### config.mk
export PLATFORM = sky130hd
export DESIGN_NAME = ibex_mem_arbiter
export DESIGN_NICKNAME = d
export VERILOG_FILES = /design/src/rtl/ibex_mem_arbiter.sv
export SDC_FILE = /design/constraint.sdc
export NUM_CORES = 1
export LEC_CHECK = 0
export BUFFER_PORTS_ARGS = -buffer_cell sky130_fd_sc_hd__buf_2
export CORE_AREA = 5 5 109 111
export DETAILED_ROUTE_END_ITERATION = 6
export DIE_AREA = 0 0 114 116
export MAX_ROUTING_LAYER = met4
export PLACE_DENSITY = 0.54
export RECOVER_POWER = 25
export SKIP_CTS_REPAIR_TIMING = 1
export SLEW_MARGIN = 20
export SYNTH_ARGS = -nofsm -noshare
export SYNTH_HDL_FRONTEND = slang
export SYNTH_SLANG_ARGS = --single-unit
### constraint.sdc
create_clock -name clk_i -period 5.42 [get_ports clk_i]
set_input_delay 0.542 -clock clk_i [delete_from_list [all_inputs] [get_ports clk_i]]
set_output_delay 0.542 -clock clk_i [all_outputs]
set_load 0.01 [all_outputs]
### src/rtl/ibex_mem_arbiter.sv
// rtl/ibex_mem_arbiter.sv - shares one req/gnt/rvalid memory port between Ibex fetch and load/store
//
// Ports:
//   clk_i, rst_i                     clock (rising edge), asynchronous active-high reset
//   instr_req_i/gnt_o/addr_i         fetch request channel
//   instr_rvalid_o/rdata_o/err_o     fetch response channel
//   data_req_i/gnt_o/we_i/be_i/
//     addr_i/wdata_i                 load/store request channel
//   data_rvalid_o/rdata_o/err_o      load/store response channel
//   mem_req_o/gnt_i/we_o/be_o/
//     addr_o/wdata_o                 shared memory request channel
//   mem_rvalid_i/rdata_i/err_i       shared memory response channel
//   spurious_rsp_o                   registered pulse: a response arrived with nothing in flight
//   outstanding_o                    registered count of in-flight transactions

module ibex_mem_arbiter #(
    parameter int unsigned MaxOutstanding = 2,
    parameter int unsigned AddrWidth      = 32,
    parameter int unsigned DataWidth      = 32
) (
    input  logic                   clk_i,
    input  logic                   rst_i,

    input  logic                   instr_req_i,
    output logic                   instr_gnt_o,
    input  logic [AddrWidth-1:0]   instr_addr_i,
    output logic                   instr_rvalid_o,
    output logic [DataWidth-1:0]   instr_rdata_o,
    output logic                   instr_err_o,

    input  logic                   data_req_i,
    output logic                   data_gnt_o,
    input  logic                   data_we_i,
    input  logic [DataWidth/8-1:0] data_be_i,
    input  logic [AddrWidth-1:0]   data_addr_i,
    input  logic [DataWidth-1:0]   data_wdata_i,
    output logic                   data_rvalid_o,
    output logic [DataWidth-1:0]   data_rdata_o,
    output logic                   data_err_o,

    output logic                   mem_req_o,
    input  logic                   mem_gnt_i,
    output logic                   mem_we_o,
    output logic [DataWidth/8-1:0] mem_be_o,
    output logic [AddrWidth-1:0]   mem_addr_o,
    output logic [DataWidth-1:0]   mem_wdata_o,
    input  logic                   mem_rvalid_i,
    input  logic [DataWidth-1:0]   mem_rdata_i,
    input  logic                   mem_err_i,

    output logic                   spurious_rsp_o,
    output logic [2:0]             outstanding_o
);

    localparam int unsigned BeWidth = DataWidth / 8;

    // Storage is sized for the largest legal depth (4); the pointers wrap at
    // MaxOutstanding so smaller configurations simply leave upper slots idle.
    localparam logic [2:0] MaxCount = 3'(MaxOutstanding);
    localparam logic [1:0] LastIdx  = 2'(MaxOutstanding - 1);

    localparam logic OwnerInstr = 1'b0;
    localparam logic OwnerData  = 1'b1;

    // In-order record of who issued each in-flight transaction.
    logic [3:0] id_fifo_q;
    logic [1:0] wr_ptr_q;
    logic [1:0] rd_ptr_q;
    logic [2:0] count_q;

    // Selection state: last_grant_q drives round-robin, lock_* pins a stalled
    // requester so its attributes stay on the bus until it is granted.
    logic       last_grant_q;
    logic       lock_valid_q;
    logic       lock_owner_q;

    logic       spurious_q;

    logic       full;
    logic       empty;
    logic       sel_valid;
    logic       sel_owner;
    logic       sel_req;
    logic       push;
    logic       pop;
    logic       head_owner;

    function automatic logic [1:0] ptr_next(input logic [1:0] ptr);
        return (ptr == LastIdx) ? 2'd0 : ptr + 2'd1;
    endfunction

    // Full is taken from the registered count only: a response popping in
    // the same cycle does not free a slot until the next cycle.
    assign full  = (count_q == MaxCount);
    assign empty = (count_q == 3'd0);

    // ------------------------------------------------------------------
    // Arbitration
    // ------------------------------------------------------------------
    always_comb begin
        sel_valid = 1'b0;
        sel_owner = OwnerInstr;
        if (!full) begin
            if (lock_valid_q) begin
                sel_valid = 1'b1;
                sel_owner = lock_owner_q;
            end else if (instr_req_i && data_req_i) begin
                sel_valid = 1'b1;
                sel_owner = ~last_grant_q;
            end else if (instr_req_i) begin
                sel_valid = 1'b1;
                sel_owner = OwnerInstr;
            end else if (data_req_i) begin
                sel_valid = 1'b1;
                sel_owner = OwnerData;
            end
        end
    end

    // A locked owner that has withdrawn its request leaves sel_valid set but
    // sel_req low, so nothing is driven and the lock drops next cycle.
    assign sel_req = sel_valid && ((sel_owner == OwnerData) ? data_req_i : instr_req_i);

    // ------------------------------------------------------------------
    // Request drive
    // ------------------------------------------------------------------
    always_comb begin
        mem_req_o   = sel_req;
        mem_we_o    = 1'b0;
        mem_be_o    = '0;
        mem_addr_o  = '0;
        mem_wdata_o = '0;
        if (sel_req) begin
            if (sel_owner == OwnerData) begin
                mem_we_o    = data_we_i;
                mem_be_o    = data_be_i;
                mem_addr_o  = data_addr_i;
                mem_wdata_o = data_wdata_i;
            end else begin
                // Fetches are always full-word reads.
                mem_be_o    = {BeWidth{1'b1}};
                mem_addr_o  = instr_addr_i;
            end
        end
    end

    assign instr_gnt_o = mem_gnt_i && sel_req && (sel_owner == OwnerInstr);
    assign data_gnt_o  = mem_gnt_i && sel_req && (sel_owner == OwnerData);

    assign push = sel_req && mem_gnt_i;

    // ------------------------------------------------------------------
    // Response routing
    // ------------------------------------------------------------------
    assign pop        = mem_rvalid_i && !empty;
    assign head_owner = id_fifo_q[rd_ptr_q];

    always_comb begin
        instr_rvalid_o = pop && (head_owner == OwnerInstr);
        data_rvalid_o  = pop && (head_owner == OwnerData);
        // Payload is masked on the port that is not receiving a response.
        instr_rdata_o  = instr_rvalid_o ? mem_rdata_i : '0;
        instr_err_o    = instr_rvalid_o && mem_err_i;
        data_rdata_o   = data_rvalid_o ? mem_rdata_i : '0;
        data_err_o     = data_rvalid_o && mem_err_i;
    end

    // ------------------------------------------------------------------
    // State
    // ------------------------------------------------------------------
    always_ff @(posedge clk_i or posedge rst_i) begin
        if (rst_i) begin
            id_fifo_q <= '0;
            wr_ptr_q  <= '0;
            rd_ptr_q  <= '0;
            count_q   <= '0;
        end else begin
            if (push) begin
                id_fifo_q[wr_ptr_q] <= sel_owner;
                wr_ptr_q            <= ptr_next(wr_ptr_q);
            end
            if (pop) begin
                rd_ptr_q <= ptr_next(rd_ptr_q);
            end
            case ({push, pop})
                2'b10:   count_q <= count_q + 3'd1;
                2'b01:   count_q <= count_q - 3'd1;
                default: count_q <= count_q;
            endcase
        end
    end

    always_ff @(posedge clk_i or posedge rst_i) begin
        if (rst_i) begin
            last_grant_q <= OwnerData;
            lock_valid_q <= 1'b0;
            lock_owner_q <= OwnerInstr;
        end else begin
            if (push) begin
                last_grant_q <= sel_owner;
                lock_valid_q <= 1'b0;
            end else if (sel_req) begin
                // Stalled: hold this owner until the memory grants it.
                lock_valid_q <= 1'b1;
                lock_owner_q <= sel_owner;
            end else begin
                lock_valid_q <= 1'b0;
            end
        end
    end

    // A response with nothing in flight is swallowed and reported one cycle later.
    always_ff @(posedge clk_i or posedge rst_i) begin
        if (rst_i) begin
            spurious_q <= 1'b0;
        end else begin
            spurious_q <= mem_rvalid_i && empty;
        end
    end

    assign spurious_rsp_o = spurious_q;
    assign outstanding_o  = count_q;

endmodule

==> summary.md, run 1 <==
| Metric | Value |
|---|---|
| Clk_lat worst skew | 250 ps |
| Layout Nets | 703 |
| Unique masters post-synth | 37 |
| Critical path's slowest cell | o221ai_1 |
| Port Buf Inserts | 283 |
| R2R cell count | 11 |
| Row cnt | 38 |
| Clk buf depth | 2 |
| Core ar. | 0.0107 mm^2 |
| Slew HR | -0.276 |
| Non-Filler Instances | 700 |
| Reg-to-Reg Start | lock_owner_q$_DFFE_PP0P_ |
| Total chip power | 0.00145 W |
| FMAX | 259 MHz |
| Most used DFF post-synth | dfrtp_1 |
| Post-synth ARST share | 1.00 |
| Number of synthesized flops with an enable pin | 0 |
| # Max-Cap Violations | 1 |
| Inserted Clock Buffers | 3 |
| Vias in the first global route | 2,965 |
| Detailed Route WL | 10,300 um |
| Root buffer cell | clkbuf_8 |
| Global route total overflow | 0 |
| Clock skew | 0.744 ps |
| Slew @ Worst Pin | 1910 ps |
| Startpoint Class | primary input |
| Fin. max-slew vios | 20 |
| Worst path cell trace | buf_2 > a21boi_0 > o221ai_1 > buf_16 > clkinvlp_2 > nand2_1 > ha_1 > inv_1 > fa_1 > xor2_1 > nor2_1 > xor2_1 |
| Die Ht | 116 um |
| Total number of vias | 3,145 |
| Worst vdd ir | 218 uV |
| Met1 wire length | 3880 um |
| DRT Pass-1 Iters | 6 |
| Seq cells post-synth | 15 |
| Period utilization | 0.711 |
| Final instance area | 0.00358 mm^2 |
| Top layer in use | met4 |
| Pin count of the biggest net entering global routing | 41 |
| Yosys warns | 0 |
| Most common cell after layout, fill and taps aside | buf_2 |
| Worst EP required | 5590 ps |
| Setup TNS | 0 ps |
| Placement Cell Area | 0.00356 mm^2 |
| Routed met2 length | 5390 um |
| LEAKAGE | 2.13 nW |
| Worst EP arrival | 4030 ps |
| Hold Path Class | primary input to async pin |
| Seq/Total Area, Yosys | 0.181 |
| CTS sink count | 15 |
| Buf+Inv Stages, Crit Path | 4 |
| Most used cell, CP | xor2_1 |
| Iter 0 DRT Violations | 192 |
| Die ar. | 0.0132 mm^2 |
| GPL Wtd Cong | 0.856 |
| Fin. Hold Viols | 0 |
| Global-route wire length before repair | 14,900 um |
| Status | finished, violations left |
| Share of layout cells above drive strength 1 | 0.507 |
| RSZ-0062 raised after global routing | no |
| DRC violations left | 0 |
| R2R setup slack | 1590 ps |
| H-tree depth | 1 |
| CP endpoint kind | flop |
| Final HPWL DP | 8410 um |
| Avg Inst Size Synth | 6.98 um^2 |
| Worst-path clk slew | 60 ps |
| Antenna Cells | 0 |
| Max stage delay on crit path | 1460 ps |
| Avg WL per Cell | 14.7 um |
| Io pins | 284 |
| Placed Instances | 695 |
| Most frequent cells in the layout | buf_2 (269), and2_1 (68), o21ai_0 (35), and3_1 (34), nand3_1 (33) |
| Final Util | 0.334 |
| Reg2reg end | outstanding_o[2]$_DFFE_PP0P_ |
| Crit path max fanout | 21 |
| ANT nets after route | 0 |
| Initial core utilization | 0.194 |
| Setup-failing EPs final | 0 |
| Area grow syn2layout | 72.0% |
| Synthesized instance count | 298 |
| WL met3 | 827 um |
| GRT Total Usage | 0.139 |
| Crit-path leading delay family | compound AO/OA/AOI/OAI gates |
| Final Critical Period | 3860 ps |
| Syn_nets | 440 |
| CTS tree | done |
| Failing checks | capacitance limit, slew limit |
| Critical path type | primary input to flop |
| Width of the die | 114 um |
| Initial antenna violation count | 0 |
| Vias/cell | 4.49 |
| Cell area after synthesis | 0.00208 mm^2 |
| Pwr dens | 405 mW/mm^2 |
==> registers in the layout, summed over array words and instances, names as in the netlist <==
register	cells
lock_owner_q	1
spurious_rsp_o	1
last_grant_q	1
outstanding_o	3
lock_valid_q	1
id_fifo_q	4
rd_ptr_q	2
wr_ptr_q	2
==> cells in the mapped netlist, types with 2 or more instances <==
cell type	number	area share
buf_4	4	0.014
nand2_1	4	0.0072
nand3_1	33	0.079
clkbuf_2	2	0.0048
dfrtp_1	14	0.17
nor2_4	2	0.011
xor2_1	2	0.0084
inv_1	5	0.0090
o31ai_1	2	0.0072
nand2b_1	3	0.0090
o21ai_0	35	0.084
and2_1	69	0.21
a21oi_1	32	0.077
nor3_1	2	0.0048
clkbuf_1	21	0.038
and3_1	33	0.099
o21a_1	6	0.022
buf_6	2	0.011
nor2_1	5	0.0090
xnor2_1	3	0.013
mux2_1	3	0.016
==> cell families (layout without fill, tap and decap cells) <==
kind of cell	Yosys count	count (layout)	synth area share
AOI/OAI and AO/OA	79	79	0.212
xor gates and xnor gates	5	5	0.0211
adders and majority gates	2	2	0.0156
buffers and inverters	35	297	0.0812
DFF	15	15	0.181
muxes	6	6	0.0373
and+or+nand+nor	156	156	0.451
==> worst reg2reg max path: stages (launching register included) <==
cell and delay (ps):
dfrtp_1 390, a21boi_0 110, o221ai_1 1460, buf_16 250, clkinvlp_2 240, nand2_1 250
ha_1 220, inv_1 60, fa_1 370, xor2_1 150, nor2_1 110, xor2_1 150
==> power by group <==
group / leakage (nW) / switching, W / internal [W]
combinational: 1.92 / 0.000700 / 0.000469
clock: 0.0228 / 0.0000365 / 0.0000520
sequential: 0.189 / 0.0000383 / 0.000153
total: 2.13 / 0.000775 / 0.000674
==> stage by stage <==
stage | worst slack (ps) | hold WS [ps]
finish | 1560 | 341
global placement | 2400 | 473
global route | 1220 | 389
detailed placement | 2330 | 479
CTS | 2510 | 363
floorplan | 3100 | 443
==> layer usage <==
layer / GRT usage / vias to the layer above
met2: 0.242 / 153
met1: 0.168 / 1425
met5: - / -
met3: 0.0225 / 15
met4: 0.0325 / 0
li1: - / 1552
==> final cells by class <==
cell class | count | area (um^2)
Timing Repair Buffer | 287 | 1450
Sequential cell | 15 | 377
Inverter | 6 | 23.8
Clock buffer | 4 | 45.0
Multi-Input combinational cell | 248 | 1510
Tap cell | 140 | 175
Fill cell | 1174 | 7120
==> how the worst max path moves through the flow <==
stage | start | endpoint | depth (start not counted)
2_1_floorplan | outstanding_o[0]$_DFFE_PP0P_ | outstanding_o[2]$_DFFE_PP0P_ | 11
3_3_place_gp | instr_req_i | outstanding_o[2]$_DFFE_PP0P_ | 11
3_5_place_dp | instr_req_i | outstanding_o[2]$_DFFE_PP0P_ | 11
4_1_cts | outstanding_o[0]$_DFFE_PP0P_ | outstanding_o[2]$_DFFE_PP0P_ | 11
5_1_grt | lock_valid_q$_DFF_PP0_ | outstanding_o[2]$_DFFE_PP0P_ | 11
6_report | instr_req_i | outstanding_o[2]$_DFFE_PP0P_ | 12
Note: power is estimated with default switching activity, not from simulation.
==> run 2: changes to the inputs <==
Settings changed: ABC_AREA set to 1, CORE_AREA 5 5 109 111 to 5 5 108 110, DIE_AREA 0 0 114 116 to 0 0 113 115, PLACE_DENSITY 0.54 to 0.55.
Clock period 5.42 ns to 3.8 ns, I/O delays scaled along.
==> run 2 against run 1 <==
The run now ends clean. Final cell count rose by 15%. Design area is 1.7% lower. Synthesized area down 0.66%. Routed wire length shrank 4.2%. Critical path depth decreased by 3. Setup slack lost 720 ps. Largest cell class is now buffers.
==> summary.md, run 2 <==
| Metric | Value |
|---|---|
| Most used cell, CP | nand2_1 |
| Max stage delay on crit path | 560 ps (-900 ps) |
| GPL Wtd Cong | 0.887 (+3.6%) |
| Most common cell after layout, fill and taps aside | buf_2 |
| Period utilization | 0.779 |
| Crit-path leading delay family | simple AND/OR/NAND/NOR gates |
| Final HPWL DP | 8200 um (-2.5%) |
| Most frequent cells in the layout | buf_2 (269), nand2_1 (129), nor2_1 (120), inv_1 (53), a21oi_1 (34) |
| Die ar. | 0.0130 mm^2 (-1.7%) |
| Worst EP arrival | 2580 ps (-1450 ps) |
| Status | complete, no violations |
| CTS sink count | 15 (unchanged) |
| Most used DFF post-synth | dfrtp_1 |
| Reg2reg end | outstanding_o[1]$_DFFE_PP0P_ |
| Fillers | 1,208 (+2.9%) |
| Crit path max fanout | 64 (+200%) |
| Number of synthesized flops with an enable pin | 0 (unchanged) |
| Crit path launch | outstanding_o[0]$_DFFE_PP0P_ |
| ANT nets after route | 0 (unchanged) |
| Worst-path clk slew | 60 ps (about the same) |
| H-tree depth | 1 (unchanged) |
| GRT Total Usage | 0.138 (-0.000980) |
| Worst vdd ir | 718 uV (+230%) |
| Width of the die | 113 um (-0.88%) |
| Setup-failing EPs final | 0 (unchanged) |
| Vias in the first global route | 3,138 (+5.8%) |
| Slew HR | 0.355 (+0.630) |
| Layout Nets | 808 (+15%) |
| Setup TNS | 0 ps (unchanged) |
| Largest area contributor in the netlist | nand2_1 |
| Seq cells post-synth | 15 (unchanged) |
| LEAKAGE | 2.37 nW (+11%) |
| Avg Inst Size Synth | 5.15 um^2 (-26%) |
| Total number of vias | 3,295 (+4.8%) |
| Largest register FFs | 4 (unchanged) |
| Clk buf depth | 2 (unchanged) |
| Synth top area share | 0.233 (+0.0250) |
| CP endpoint kind | output pin |
| Startpoint Class | flop |
| Share of layout cells above drive strength 1 | 0.421 (-0.0861) |
| # Max-Cap Violations | 0 (-1) |
| Critical path type | flop to output pin |
| Avg WL per Cell | 12.2 um (-17%) |
| DRC violations left | 0 (unchanged) |
| Worst Setup EP | mem_addr_o[31] |
| RSZ-0062 raised after global routing | no |
| Critical path's slowest cell | buf_4 |
| Fin. Hold Viols | 0 (unchanged) |
| Pin count of the biggest net entering global routing | 65 (+59%) |
| Cell area after synthesis | 0.00207 mm^2 (-0.66%) |
| Yosys warns | 0 (unchanged) |
| R2R setup slack | 1200 ps (-390 ps) |
| Most frequent cells after synthesis | nand2_1 (128), nor2_1 (119), inv_1 (52) |
| Global-route wire length before repair | 14,900 um (about the same) |
| Initial core utilization | 0.195 (+0.000445) |
| Worst path cell trace | nor2_1 > nand2_1 > nand2_1 > nor2_4 > nand2_1 > nand2_1 > buf_4 > a21oi_1 > buf_2 |
| Clk_lat worst skew | 240 ps (about the same) |
| FMAX | 338 MHz |
| Vias/cell | 4.09 (-9.0%) |
| Port Buf Inserts | 283 (unchanged) |
| R2R cell count | 11 (unchanged) |
| Root buffer cell | clkbuf_8 |
| Post-synth ARST share | 1.00 (unchanged) |
| Detailed Route WL | 9820 um (-4.2%) |
| Unique masters post-synth | 25 (-32%) |
| Critical Path Stages | 9 (-3) |
| Hold Path Class | primary input to async pin |
| Row cnt | 38 (unchanged) |
| Syn_nets | 543 (+23%) |
| Worst EP required | 3420 ps (-2170 ps) |
| Inserted Clock Buffers | 3 (unchanged) |
| Synthesized instance count | 401 (+35%) |
| Placed Instances | 801 (+15%) |
| Buf+Inv Stages, Crit Path | 2 (-2) |
| Non-Filler Instances | 806 (+15%) |
| Slew @ Worst Pin | 967 ps (-947 ps) |
| Iter 0 DRT Violations | 185 (-3.6%) |
| Top cells by area, synth | nand2_1 (23%), nor2_1 (22%), dfrtp_1 (17%), inv_1 (9.4%), a21oi_1 (8.2%) |
| Initial antenna violation count | 1 (+1) |
| Reg with most FFs | id_fifo_q |
| Die Ht | 115 um (-0.86%) |
| Pwr dens | 635 mW/mm^2 (+57%) |
| Io pins | 284 (unchanged) |
| Area grow syn2layout | 70.2% |
| Seq/Total Area, Yosys | 0.182 (+0.00121) |
| DRT Pass-1 Iters | 4 (-2) |
| Global route total overflow | 0 (unchanged) |
| CTS tree | done |
| Total chip power | 0.00223 W (+54%) |
| Fin. max-slew vios | 0 (-100%) |
| Core ar. | 0.0106 mm^2 (-0.89%) |
| Clock skew | 5.25 ps (+4.51 ps) |
| Reg-to-Reg Start | outstanding_o[0]$_DFFE_PP0P_ |
| Final Critical Period | 2960 ps |
| Most frequent cell after synthesis | nand2_1 |
run 2: cell type report:
cell class,instances,area (um^2),area share
sequential,15,377,0.107
antenna,1,2.50,0.000712
inverter,54,205,0.0584
timing repair buffer,285,1410,0.402
multi-input combinational,307,1300,0.369
clock buffer,4,45.0,0.0128
tap,140,175,0.0498
run 2: logic make-up (layout without fill, tap and decap cells):
| logic type | count (synthesis) | after routing | synth area share |
|---|---|---|---|
| other cells | 0 | 1 | 0 |
| flops | 15 | 15 | 0.182 |
| xor+xnor | 3 | 3 | 0.0127 |
| fa+ha+maj | 2 | 2 | 0.0157 |
| compound gates | 43 | 43 | 0.114 |
| buf+inv | 79 | 343 | 0.185 |
| simple gates | 259 | 259 | 0.490 |
run 2: how the worst min path moves through the flow:
stage	startpoint	endpoint	slack, ps	cells past startpoint
finish	rst_i	wr_ptr_q[0]$_DFFE_PP0P_	190	2
floorplan	rst_i	id_fifo_q[0]$_DFFE_PP0P_	280	1
CTS	rst_i	wr_ptr_q[0]$_DFFE_PP0P_	220	2
global placement	last_grant_q$_DFFE_PP1P_	last_grant_q$_DFFE_PP1P_	460	2
global route	rst_i	wr_ptr_q[0]$_DFFE_PP0P_	260	2
detailed placement	last_grant_q$_DFFE_PP1P_	last_grant_q$_DFFE_PP1P_	460	2
run 2: through the flow:
step | instance area, um^2 | hold WS [ps] | util | setup slack (ps)
3_5_place_dp | 3500 | 464 | 0.330 | 1210
2_1_floorplan | 2070 | 281 | - | 1590
4_1_cts | 3540 | 219 | 0.334 | 939
3_3_place_gp | 3500 | 463 | 0.330 | 1280
6_report | 3520 | 192 | 0.332 | 841
5_1_grt | 3520 | 258 | 0.332 | 579
run 2: report_power, final:
group          total, W  internal [W]  switching [W]
Sequential     0.000259      0.000217      0.0000412
Combinational   0.00185      0.000641        0.00121
Clock          0.000126     0.0000740      0.0000518
Total           0.00223      0.000933        0.00130
run 2: per-layer routing:
layer | part of all wire | up-vias | routed length, um | global-route usage
met3 | 0.066 | 10 | 649 | 0.0174
met5 | 0 | - | 0 | -
met4 | 0.016 | 0 | 157 | 0.0288
li1 | - | 1720 | - | -
met1 | 0.40 | 1437 | 3970 | 0.166
met2 | 0.51 | 128 | 5050 | 0.247
==> run 3: changes to the inputs <==
Settings changed: CORE_AREA 5 5 108 110 to 5 5 106 108, DIE_AREA 0 0 113 115 to 0 0 111 113, PLACE_DENSITY 0.55 to 0.59.
Clock period 3.8 ns to 2.4 ns, I/O delays scaled along.
==> run 3 against run 2 <==
Clock power increased by 64%. Combinational power rose by 67%. Largest cell class unchanged. Non-clock buffer count up 8. Sequential share of layout area shrank 0.33 points. Critical path type unchanged.
==> summary.md, run 3 (same netlist as run 2, synthesis figures left out) <==
| Metric | Value |
|---|---|
| Crit path max fanout | 32 (-50%) |
| Inserted Clock Buffers | 3 (unchanged) |
| Slew HR | 0.613 (+0.258) |
| # Max-Cap Violations | 0 (unchanged) |
| ANT nets after route | 0 (unchanged) |
| Area grow syn2layout | 75.5% |
| Fin. max-slew vios | 0 (unchanged) |
| CTS sink count | 15 (unchanged) |
| Iter 0 DRT Violations | 277 (+50%) |
| Pwr dens | 1020 mW/mm^2 (+61%) |
| Worst path cell trace | nand2_1 > a21oi_2 > nor2_4 > buf_6 > nand2_4 > nand2_4 > buf_12 > a21oi_1 > buf_2 |
| Global-route wire length before repair | 14,700 um (-1.2%) |
| LEAKAGE | 2.47 nW (+4.1%) |
| Worst EP required | 2160 ps (-1260 ps) |
| DRT Pass-1 Iters | 4 (unchanged) |
| Final Critical Period | 2250 ps |
| DRC violations left | 0 (unchanged) |
| H-tree depth | 1 (unchanged) |
| Worst vdd ir | 336 uV (-53%) |
| Vias/cell | 3.98 (-2.7%) |
| GRT Total Usage | 0.141 (+0.00295) |
| GPL Wtd Cong | 0.864 (-2.6%) |
| Initial core utilization | 0.204 (+0.00892) |
| Status | complete, no violations |
| Share of layout cells above drive strength 1 | 0.450 (+0.0292) |
| CTS tree | done |
| Largest register FFs | 4 (unchanged) |
| Vias in the first global route | 2,974 (-5.2%) |
| Row cnt | 37 (-2.6%) |
| Fin. Hold Viols | 0 (unchanged) |
| Die ar. | 0.0125 mm^2 (-3.5%) |
| Hold Path Class | primary input to async pin |
| Most frequent cells in the layout | buf_2 (280), nand2_1 (128), nor2_1 (118), inv_1 (52), a21oi_1 (34) |
| Pin count of the biggest net entering global routing | 48 (-26%) |
| Crit path launch | last_grant_q$_DFFE_PP1P_ |
| Startpoint Class | flop |
| Clk_lat worst skew | 250 ps (about the same) |
| Width of the die | 111 um (-1.8%) |
| Slew @ Worst Pin | 580 ps (-386 ps) |
| Most used cell, CP | nand2_4 |
| Avg WL per Cell | 11.8 um (-3.5%) |
| Detailed Route WL | 9510 um (-3.1%) |
| Setup-failing EPs final | 0 (unchanged) |
| Global route total overflow | 0 (unchanged) |
| RSZ-0062 raised after global routing | no |
| Worst-path clk slew | 60 ps (about the same) |
| Total chip power | 0.00370 W (+66%) |
| Critical path's slowest cell | dfstp_2 |
| FMAX | 444 MHz |
| Io pins | 284 (unchanged) |
| CP endpoint kind | output pin |
| Most common cell after layout, fill and taps aside | buf_2 |
| Core ar. | 0.0101 mm^2 (-4.4%) |
| Period utilization | 0.937 |
| Initial antenna violation count | 0 (-1) |
| Die Ht | 113 um (-1.7%) |
| Layout Nets | 816 (+0.99%) |
| Antenna Cells | 0 (-1) |
| Max stage delay on crit path | 530 ps (-30 ps) |
| Total number of vias | 3,218 (-2.3%) |
| Root buffer cell | clkbuf_8 |
| Worst EP arrival | 2010 ps (-570 ps) |
| Port Buf Inserts | 283 (unchanged) |
| Reg-to-Reg Start | last_grant_q$_DFFE_PP1P_ |
| Hold slack | 39.7 ps (-152 ps) |
| Clk buf depth | 2 (unchanged) |
| Clock skew | 1.39 ps (-3.86 ps) |
| Critical path type | flop to output pin |
| Reg with most FFs | id_fifo_q |
| Final HPWL DP | 7840 um (-4.3%) |
run 3: worst paths after layout:
check	depth (start not counted)	end	slack (ps)
max	9	mem_addr_o[10]	150
max in group asynchronous	2	lock_valid_q$_DFF_PP0_	1980
max reg2reg	12	outstanding_o[2]$_DFFE_PP0P_	160
min	2	outstanding_o[0]$_DFFE_PP0P_	40
min in group clk_i	3	spurious_rsp_o$_DFF_PP0_	200
min reg2reg	2	last_grant_q$_DFFE_PP1P_	460
run 3: area by class of cell:
type                    count  area, um^2
well taps                 136         170
repair buffers            293        1510
clock inverters             1        5.00
fillers                  1151        6510
inverters                  54         205
flip-flops and latches     15         377
clock buffers               3        41.3
multi-input cells         307        1320
run 3: worst max-delay path: cells and delay by family, from the launching register on:
kind                   cells  cell delay, ps
AO/OA/AOI/OAI              2             320
buffers and inverters      3             530
flip-flops                 1             530
AND/OR/NAND/NOR            4             370
run 3: where the power goes:
part | switching, W | internal [W]
registers | 0.0000568 | 0.000344
logic | 0.00194 | 0.00115
clock network | 0.0000917 | 0.000115
total | 0.00209 | 0.00161
run 3: metrics by stage:
stage / setup slack, ps / util / cells / setup TNS, ps / instance area, um^2
global placement: 206 / 0.351 / 805 / 0 / 3560
detailed placement: 145 / 0.351 / 805 / 0 / 3560
finish: 150 / 0.358 / 809 / 0 / 3630
global route: 8.36 / 0.358 / 809 / 0 / 3630
floorplan: 190 / - / 401 / 0 / 2070
CTS: -42.8 / 0.356 / 809 / -864 / 3610
run 3: per-layer routing:
layer | track usage | vias up | routed length (um)
li1 | - | 1731 | -
met1 | 0.166 | 1326 | 3840
met2 | 0.250 | 146 | 4810
met3 | 0.0225 | 15 | 682
met4 | 0.0361 | 0 | 180
met5 | - | - | 0
